--- src/rtl/ste_dice_pkg.sv ---
// Shared types and constants for the two-player dice game controller.
package ste_dice_pkg;

  localparam int DICE_W  = 3;
  localparam int SCORE_W = 8;

  localparam logic [DICE_W-1:0] DICE_MIN = 3'd1;
  localparam logic [DICE_W-1:0] DICE_MAX = 3'd6;

  typedef enum logic [2:0] {
    GS_IDLE  = 3'd0,
    GS_FIRE  = 3'd1,
    GS_WAIT  = 3'd2,
    GS_ACCUM = 3'd3,
    GS_CHECK = 3'd4,
    GS_OVER  = 3'd5
  } ste_game_state_e;

  // A face value outside 1..6 counts as zero.
  function automatic logic [DICE_W-1:0] dice_clip(input logic [DICE_W-1:0] v);
    return ((v >= DICE_MIN) && (v <= DICE_MAX)) ? v : '0;
  endfunction

endpackage

--- src/rtl/ste_dice_result_collect.sv ---
// Collects per-die done pulses and results for one roll; provides the
// completion flag, the sum of captured faces and the doubles flag.
module ste_dice_result_collect
  import ste_dice_pkg::*;
#(
  parameter int NUM_DICE = 2
) (
  input  logic                         clk,
  input  logic                         reset_i,
  input  logic                         clear_i,
  input  logic                         arm_i,
  input  logic                         sample_i,
  input  logic [NUM_DICE-1:0]          dice_done_i,
  input  logic [DICE_W*NUM_DICE-1:0]   dice_dout_i,
  output logic                         all_done_o,
  output logic [SCORE_W-1:0]           sum_o,
  output logic                         doubles_o
);

  logic [NUM_DICE-1:0] r_mask;
  logic [DICE_W-1:0]   r_cap [NUM_DICE];
  logic [NUM_DICE-1:0] w_done_in;
  logic [SCORE_W-1:0]  w_sum;
  logic                w_same;

  assign w_done_in = sample_i ? dice_done_i : '0;

  // Includes pulses arriving this cycle, so the last done moves the FSM on
  // at the next edge and a done on the final timeout cycle still counts.
  assign all_done_o = &(r_mask | w_done_in);

  always_ff @(posedge clk) begin
    if (reset_i || clear_i) begin
      r_mask <= '0;
      for (int k = 0; k < NUM_DICE; k++) r_cap[k] <= '0;
    end else begin
      if (arm_i) r_mask <= '0;
      else       r_mask <= r_mask | w_done_in;
      for (int k = 0; k < NUM_DICE; k++) begin
        if (w_done_in[k]) r_cap[k] <= dice_clip(dice_dout_i[k*DICE_W +: DICE_W]);
      end
    end
  end

  always_comb begin
    w_sum  = '0;
    w_same = 1'b1;
    for (int k = 0; k < NUM_DICE; k++) begin
      w_sum = w_sum + SCORE_W'(r_cap[k]);
      if (r_cap[k] != r_cap[0]) w_same = 1'b0;
    end
  end

  assign sum_o     = w_sum;
  assign doubles_o = (NUM_DICE >= 2) && w_same;

endmodule

--- src/rtl/ste_dice_game_ctrl.sv ---
// Two-player turn scheduler: triggers the dice bank, collects results,
// keeps saturating scores, applies the doubles rule and declares a winner.
module ste_dice_game_ctrl
  import ste_dice_pkg::*;
#(
  parameter int         NUM_DICE       = 2,
  parameter logic [7:0] TARGET_SCORE   = 8'd50,
  parameter logic [9:0] TIMEOUT_CYCLES = 10'd1023
) (
  input  logic                       clk,
  input  logic                       reset_i,
  input  logic                       roll_req_i,
  input  logic                       new_game_i,
  output logic [NUM_DICE-1:0]        dice_trig_o,
  input  logic [NUM_DICE-1:0]        dice_done_i,
  input  logic [DICE_W*NUM_DICE-1:0] dice_dout_i,
  output logic                       busy_o,
  output logic                       cur_player_o,
  output logic [SCORE_W-1:0]         score0_o,
  output logic [SCORE_W-1:0]         score1_o,
  output logic [SCORE_W-1:0]         last_sum_o,
  output logic                       winner_valid_o,
  output logic                       winner_o,
  output logic                       timeout_o,
  output logic [2:0]                 dbg_state_o
);

  localparam logic [2:0] ST_IDLE  = 3'(GS_IDLE);
  localparam logic [2:0] ST_FIRE  = 3'(GS_FIRE);
  localparam logic [2:0] ST_WAIT  = 3'(GS_WAIT);
  localparam logic [2:0] ST_ACCUM = 3'(GS_ACCUM);
  localparam logic [2:0] ST_CHECK = 3'(GS_CHECK);
  localparam logic [2:0] ST_OVER  = 3'(GS_OVER);

  logic [2:0]         r_state;
  logic [9:0]         r_cnt;
  logic               r_player;
  logic [SCORE_W-1:0] r_score0;
  logic [SCORE_W-1:0] r_score1;
  logic [SCORE_W-1:0] r_last_sum;
  logic               r_win_valid;
  logic               r_winner;
  logic               r_timeout;

  logic               w_fire;
  logic               w_wait;
  logic               w_all_done;
  logic               w_doubles;
  logic [SCORE_W-1:0] w_sum;
  logic [SCORE_W-1:0] w_cur_score;
  logic [SCORE_W:0]   w_wide;
  logic [SCORE_W-1:0] w_new_score;

  assign w_fire = (r_state == ST_FIRE);
  assign w_wait = (r_state == ST_WAIT);

  // Dice protocol: each die gets a one-cycle trigger and answers later with
  // a one-cycle done pulse, its face on dice_dout_i valid in that same cycle.
  // There is no back-pressure; pulses outside WAIT are simply not sampled.
  ste_dice_result_collect #(
    .NUM_DICE (NUM_DICE)
  ) u_collect (
    .clk         (clk),
    .reset_i     (reset_i),
    .clear_i     (new_game_i),
    .arm_i       (w_fire),
    .sample_i    (w_wait),
    .dice_done_i (dice_done_i),
    .dice_dout_i (dice_dout_i),
    .all_done_o  (w_all_done),
    .sum_o       (w_sum),
    .doubles_o   (w_doubles)
  );

  assign w_cur_score = r_player ? r_score1 : r_score0;
  assign w_wide      = {1'b0, w_cur_score} + {1'b0, w_sum};
  assign w_new_score = w_wide[SCORE_W] ? {SCORE_W{1'b1}} : w_wide[SCORE_W-1:0];

  always_ff @(posedge clk) begin
    if (reset_i || new_game_i) begin
      r_state     <= ST_IDLE;
      r_cnt       <= '0;
      r_player    <= 1'b0;
      r_score0    <= '0;
      r_score1    <= '0;
      r_last_sum  <= '0;
      r_win_valid <= 1'b0;
      r_winner    <= 1'b0;
      r_timeout   <= 1'b0;
    end else begin
      case (r_state)
        ST_IDLE: begin
          if (roll_req_i) r_state <= ST_FIRE;
        end
        ST_FIRE: begin
          r_cnt   <= '0;
          r_state <= ST_WAIT;
        end
        ST_WAIT: begin
          r_cnt <= r_cnt + 10'd1;
          if (w_all_done) begin
            r_state <= ST_ACCUM;
          end else if (r_cnt == TIMEOUT_CYCLES - 10'd1) begin
            r_state   <= ST_IDLE;
            r_timeout <= 1'b1;
          end
        end
        ST_ACCUM: begin
          r_last_sum <= w_sum;
          if (r_player) r_score1 <= w_new_score;
          else          r_score0 <= w_new_score;
          r_state <= ST_CHECK;
        end
        ST_CHECK: begin
          if (w_cur_score >= TARGET_SCORE) begin
            r_winner    <= r_player;
            r_win_valid <= 1'b1;
            r_state     <= ST_OVER;
          end else begin
            if (!w_doubles) r_player <= ~r_player;
            r_state <= ST_IDLE;
          end
        end
        ST_OVER: begin
          r_state <= ST_OVER;
        end
        default: begin
          r_state <= ST_IDLE;
        end
      endcase
    end
  end

  assign dice_trig_o    = {NUM_DICE{w_fire}};
  assign busy_o         = (r_state != ST_IDLE) && (r_state != ST_OVER);
  assign cur_player_o   = r_player;
  assign score0_o       = r_score0;
  assign score1_o       = r_score1;
  assign last_sum_o     = r_last_sum;
  assign winner_valid_o = r_win_valid;
  assign winner_o       = r_winner;
  assign timeout_o      = r_timeout;
  assign dbg_state_o    = r_state;

endmodule
--- config.mk ---
export PLATFORM = sky130hd
export DESIGN_NAME = ste_dice_game_ctrl
export DESIGN_NICKNAME = d
export VERILOG_FILES = /design/src/rtl/ste_dice_pkg.sv /design/src/rtl/ste_dice_result_collect.sv /design/src/rtl/ste_dice_game_ctrl.sv
export SDC_FILE = /design/constraint.sdc
export NUM_CORES = 1
export LEC_CHECK = 0
export CAP_MARGIN = 30
export CORE_UTILIZATION = 45
export DETAILED_ROUTE_END_ITERATION = 8
export GPL_TIMING_DRIVEN = 0
export PLACE_DENSITY = 0.7
export SLEW_MARGIN = 10
export SYNTH_ARGS = -nofsm -noshare
export SYNTH_HDL_FRONTEND = slang
export SYNTH_SLANG_ARGS = --single-unit
--- constraint.sdc ---
create_clock -name clk -period 4.65 [get_ports clk]
set_input_delay 0.93 -clock clk [delete_from_list [all_inputs] [get_ports clk]]
set_output_delay 0.93 -clock clk [all_outputs]
set_load 0.005 [all_outputs]
==> summary.md <==
| Metric | Value |
|---|---|
| Met2 WL | `2.52 mm` |
| Fmax | `0.343 GHz` |
| H-tree levels | `2` |
| CP Capture Type | `output pin` |
| P_leak | `1.19 nW` |
| Postcts setup bufs | `0` |
| Power per Cell Area | `228 mW/mm^2` |
| Async SR Flop Fraction | `0` |
| Critical path launch point type | `flop` |
| Top cells by count, synth | `39 x dfxtp_1, 32 x a21oi_1, 31 x nand2_1, 24 x nor2_1, 18 x o21ai_0` |
| Area of placed instances | `0.00299 sq mm` |
| DR top layer | `met4` |
| Vias in the first global route | `2000` |
| Min cycle time layout | `2920 ps` |
| Final Setup Violations | `0` |
| GPL Wtd Cong | `0.814` |
| Vias | `2237` |
| Final Cell Area | `0.00307 sq mm` |
| Sequential element share of the synthesized area | `0.387` |
| Run status | `finished clean` |
| RSZ-0062 raised after global routing | `false` |
| Core Footprint | `0.00520 sq mm` |
| Synth Register Bits | `45` |
| Final WL | `5.76 mm` |
| Clock transition at path regs | `80 ps` |
| Hold WC Path Type | `flop to flop` |
| CTS Sinks | `45` |
| Synth warn | `0` |
| Antenna fix cells | `0` |
| Total track usage | `0.204` |
| CP max FO | `9` |
| Via-to-Cell Ratio | `5.48` |
| Crit path required time | `3720 ps` |
| Post-route DRC | `0` |
| Post-DRT Antenna Nets | `0` |
| GRT Residual Overflow | `0` |
| Root buf cell | `clkbuf_8` |
| Synth area leader | `dfxtp_1` |
| Fin crit share | `0.627` |
| Die ar. | `0.00581 sq mm` |
| CP arrival | `1990 ps` |
| Starting DRT DRC Count | `140` |
| # IOs | `46` |
| Synth top area share | `0.315` |
| Global-route wire length before repair | `9.52 mm` |
| Max-slew headroom at the worst pin | `0.633` |
| Layout cells sized above 1 | `0.109` |
| Crit Path Class | `flop to output pin` |
| Area growth, synth to finish | `23.8%` |
| PortBufs | `41` |
| Drt pass-1 iters | `4` |
| Syn Area/Cell | `8.67 sq um` |
| Synthesized netlist cell count | `286` |
| Synth cell types | `60` |
| Worst-margin pin slew | `551 ps` |
| DP HPWL | `4.29 mm` |
| Die X | `76.2 um` |
| Hold-fix buffers, CTS | `0` |
| Clk buf depth | `2` |
| Later-pin clock latency in the skew report | `300 ps` |
| Initial Utilization | `0.476` |
| Die Y | `76.2 um` |
| Slew Limit Fails | `0` |
| EDFF count, synth | `6` |
| Setup Skew | `2.98 ps` |
| MaxCap Viol Count | `0` |
| Largest net degree at the start of global routing | `14` |
| Filler cells | `485` |
| Setup TNS | `0 ps` |
| Hold Fails Final Rpt | `0` |
| Row cnt | `26` |
| Antenna violations before repair | `0` |
| Routed len/inst | `14.1 um` |
| Layout Nets | `360` |
| Most common cell in the synthesized netlist | `dfxtp_1` |
| Synth Flop Type | `dfxtp_1` |
| CTS tree | `yes` |
| DRT met1 WL | `2.86 mm` |
| Synthesized area | `0.00248 sq mm` |
| Total of cells resized after clock tree synthesis | `0` |
| TritonCTS buffer count | `5` |
| Metal3 WL | `312 um` |
| Synth area leaders | `dfxtp_1 31%, edfxtp_1 7.3%, a21oi_1 6.5%, nand2_1 4.7%, ha_1 4.5%` |
| Max VDD drop | `0.157 mV` |
## layer usage
layer	vias up	GRT usage
li1	1131	-
met1	1043	0.288
met2	57	0.316
met3	6	0.0407
met4	0	0.0577
met5	-	0
## path summary, 6_finish.rpt
path	startpoint	end	slack, ps	depth (start not counted)
max	dbg_state_o[1]$_SDFFE_PP0P_	dice_trig_o[1]	1730	6
min	winner_valid_o$_SDFFE_PP0P_	winner_valid_o$_SDFFE_PP0P_	450	2
max reg2reg	cur_player_o$_SDFFE_PP0P_	score0_o[5]$_SDFFE_PP0P_	1770	10
min reg2reg	winner_valid_o$_SDFFE_PP0P_	winner_valid_o$_SDFFE_PP0P_	450	2
## per-stage QoR
step	util	power, W	instances	hold WS, ps	setup WS, ps
floorplan	-	0.000446	289	442	2120
global placement	0.574	0.000472	400	435	1870
detailed placement	0.574	0.000473	400	445	1800
CTS	0.590	0.000706	408	458	1720
global route	0.590	0.000729	408	491	1590
finish	0.590	0.000700	408	453	1730
## cell usage in the layout (no fill, tap or decap), types with 3 or more instances in the layout
cell type | netlist | routed
clkdlybuf4s50_1 | 0 | 41
dfxtp_1 | 39 | 39
a21oi_1 | 32 | 32
nand2_1 | 31 | 31
nor2_1 | 24 | 24
o21ai_0 | 18 | 18
nor3_1 | 12 | 12
and2_1 | 9 | 9
ha_1 | 9 | 9
mux2_2 | 7 | 7
buf_4 | 7 | 7
buf_2 | 6 | 6
clkbuf_1 | 4 | 6
nand3_1 | 6 | 6
edfxtp_1 | 6 | 6
clkbuf_8 | 0 | 5
a21o_1 | 4 | 4
inv_1 | 4 | 4
and3_1 | 4 | 4
conb_1 | 1 | 4
xor2_1 | 3 | 3
buf_6 | 3 | 3
nand4_1 | 3 | 3
mux2i_1 | 3 | 3
## worst max-delay path, stage by stage, from the launching register on
cell,delay [ps]
dfxtp_1,310
buf_4,160
nand2b_1,150
or2_1,290
inv_1,160
buf_4,130
clkdlybuf4s50_1,480
## cells by family (layout without fill, tap and decap cells)
family	Yosys count	count (layout)	synth area share
AND/OR/NAND/NOR	114	114	0.242
AO/OA/AOI/OAI	76	76	0.185
flip-flops	45	45	0.387
buffers and inverters	24	73	0.0590
adder cells (fa/ha/maj)	11	11	0.0616
multiplexers	11	11	0.0500
XOR/XNOR	4	4	0.0141
other	1	4	0.00151
## cell type report
type | instances | area (sq um) | share of cell area
repair buffers | 41 | 410 | 0.134
flip-flops and latches | 45 | 961 | 0.313
clock buffers | 7 | 76.3 | 0.0249
plain buffers | 20 | 131 | 0.0428
multi-input cells | 220 | 1380 | 0.451
inverters | 4 | 15.0 | 0.00489
clock inverters | 1 | 3.75 | 0.00122
well taps | 70 | 87.6 | 0.0285
## state kept, by name, summed over array words and instances (netlist names), 2 cells and up
| name | count |
|---|---|
| score1_o | 8 |
| dbg_state_o | 3 |
| last_sum_o | 4 |
| u_collect.r_cap | 6 |
| r_cnt | 10 |
| score0_o | 8 |
| u_collect.r_mask | 2 |
## power by group
part	switching, W	internal (W)
sequential	0.00000196	0.000396
clock	0.000131	0.000105
combinational	0.0000352	0.0000308
Note: power is estimated with default switching activity, not from simulation.
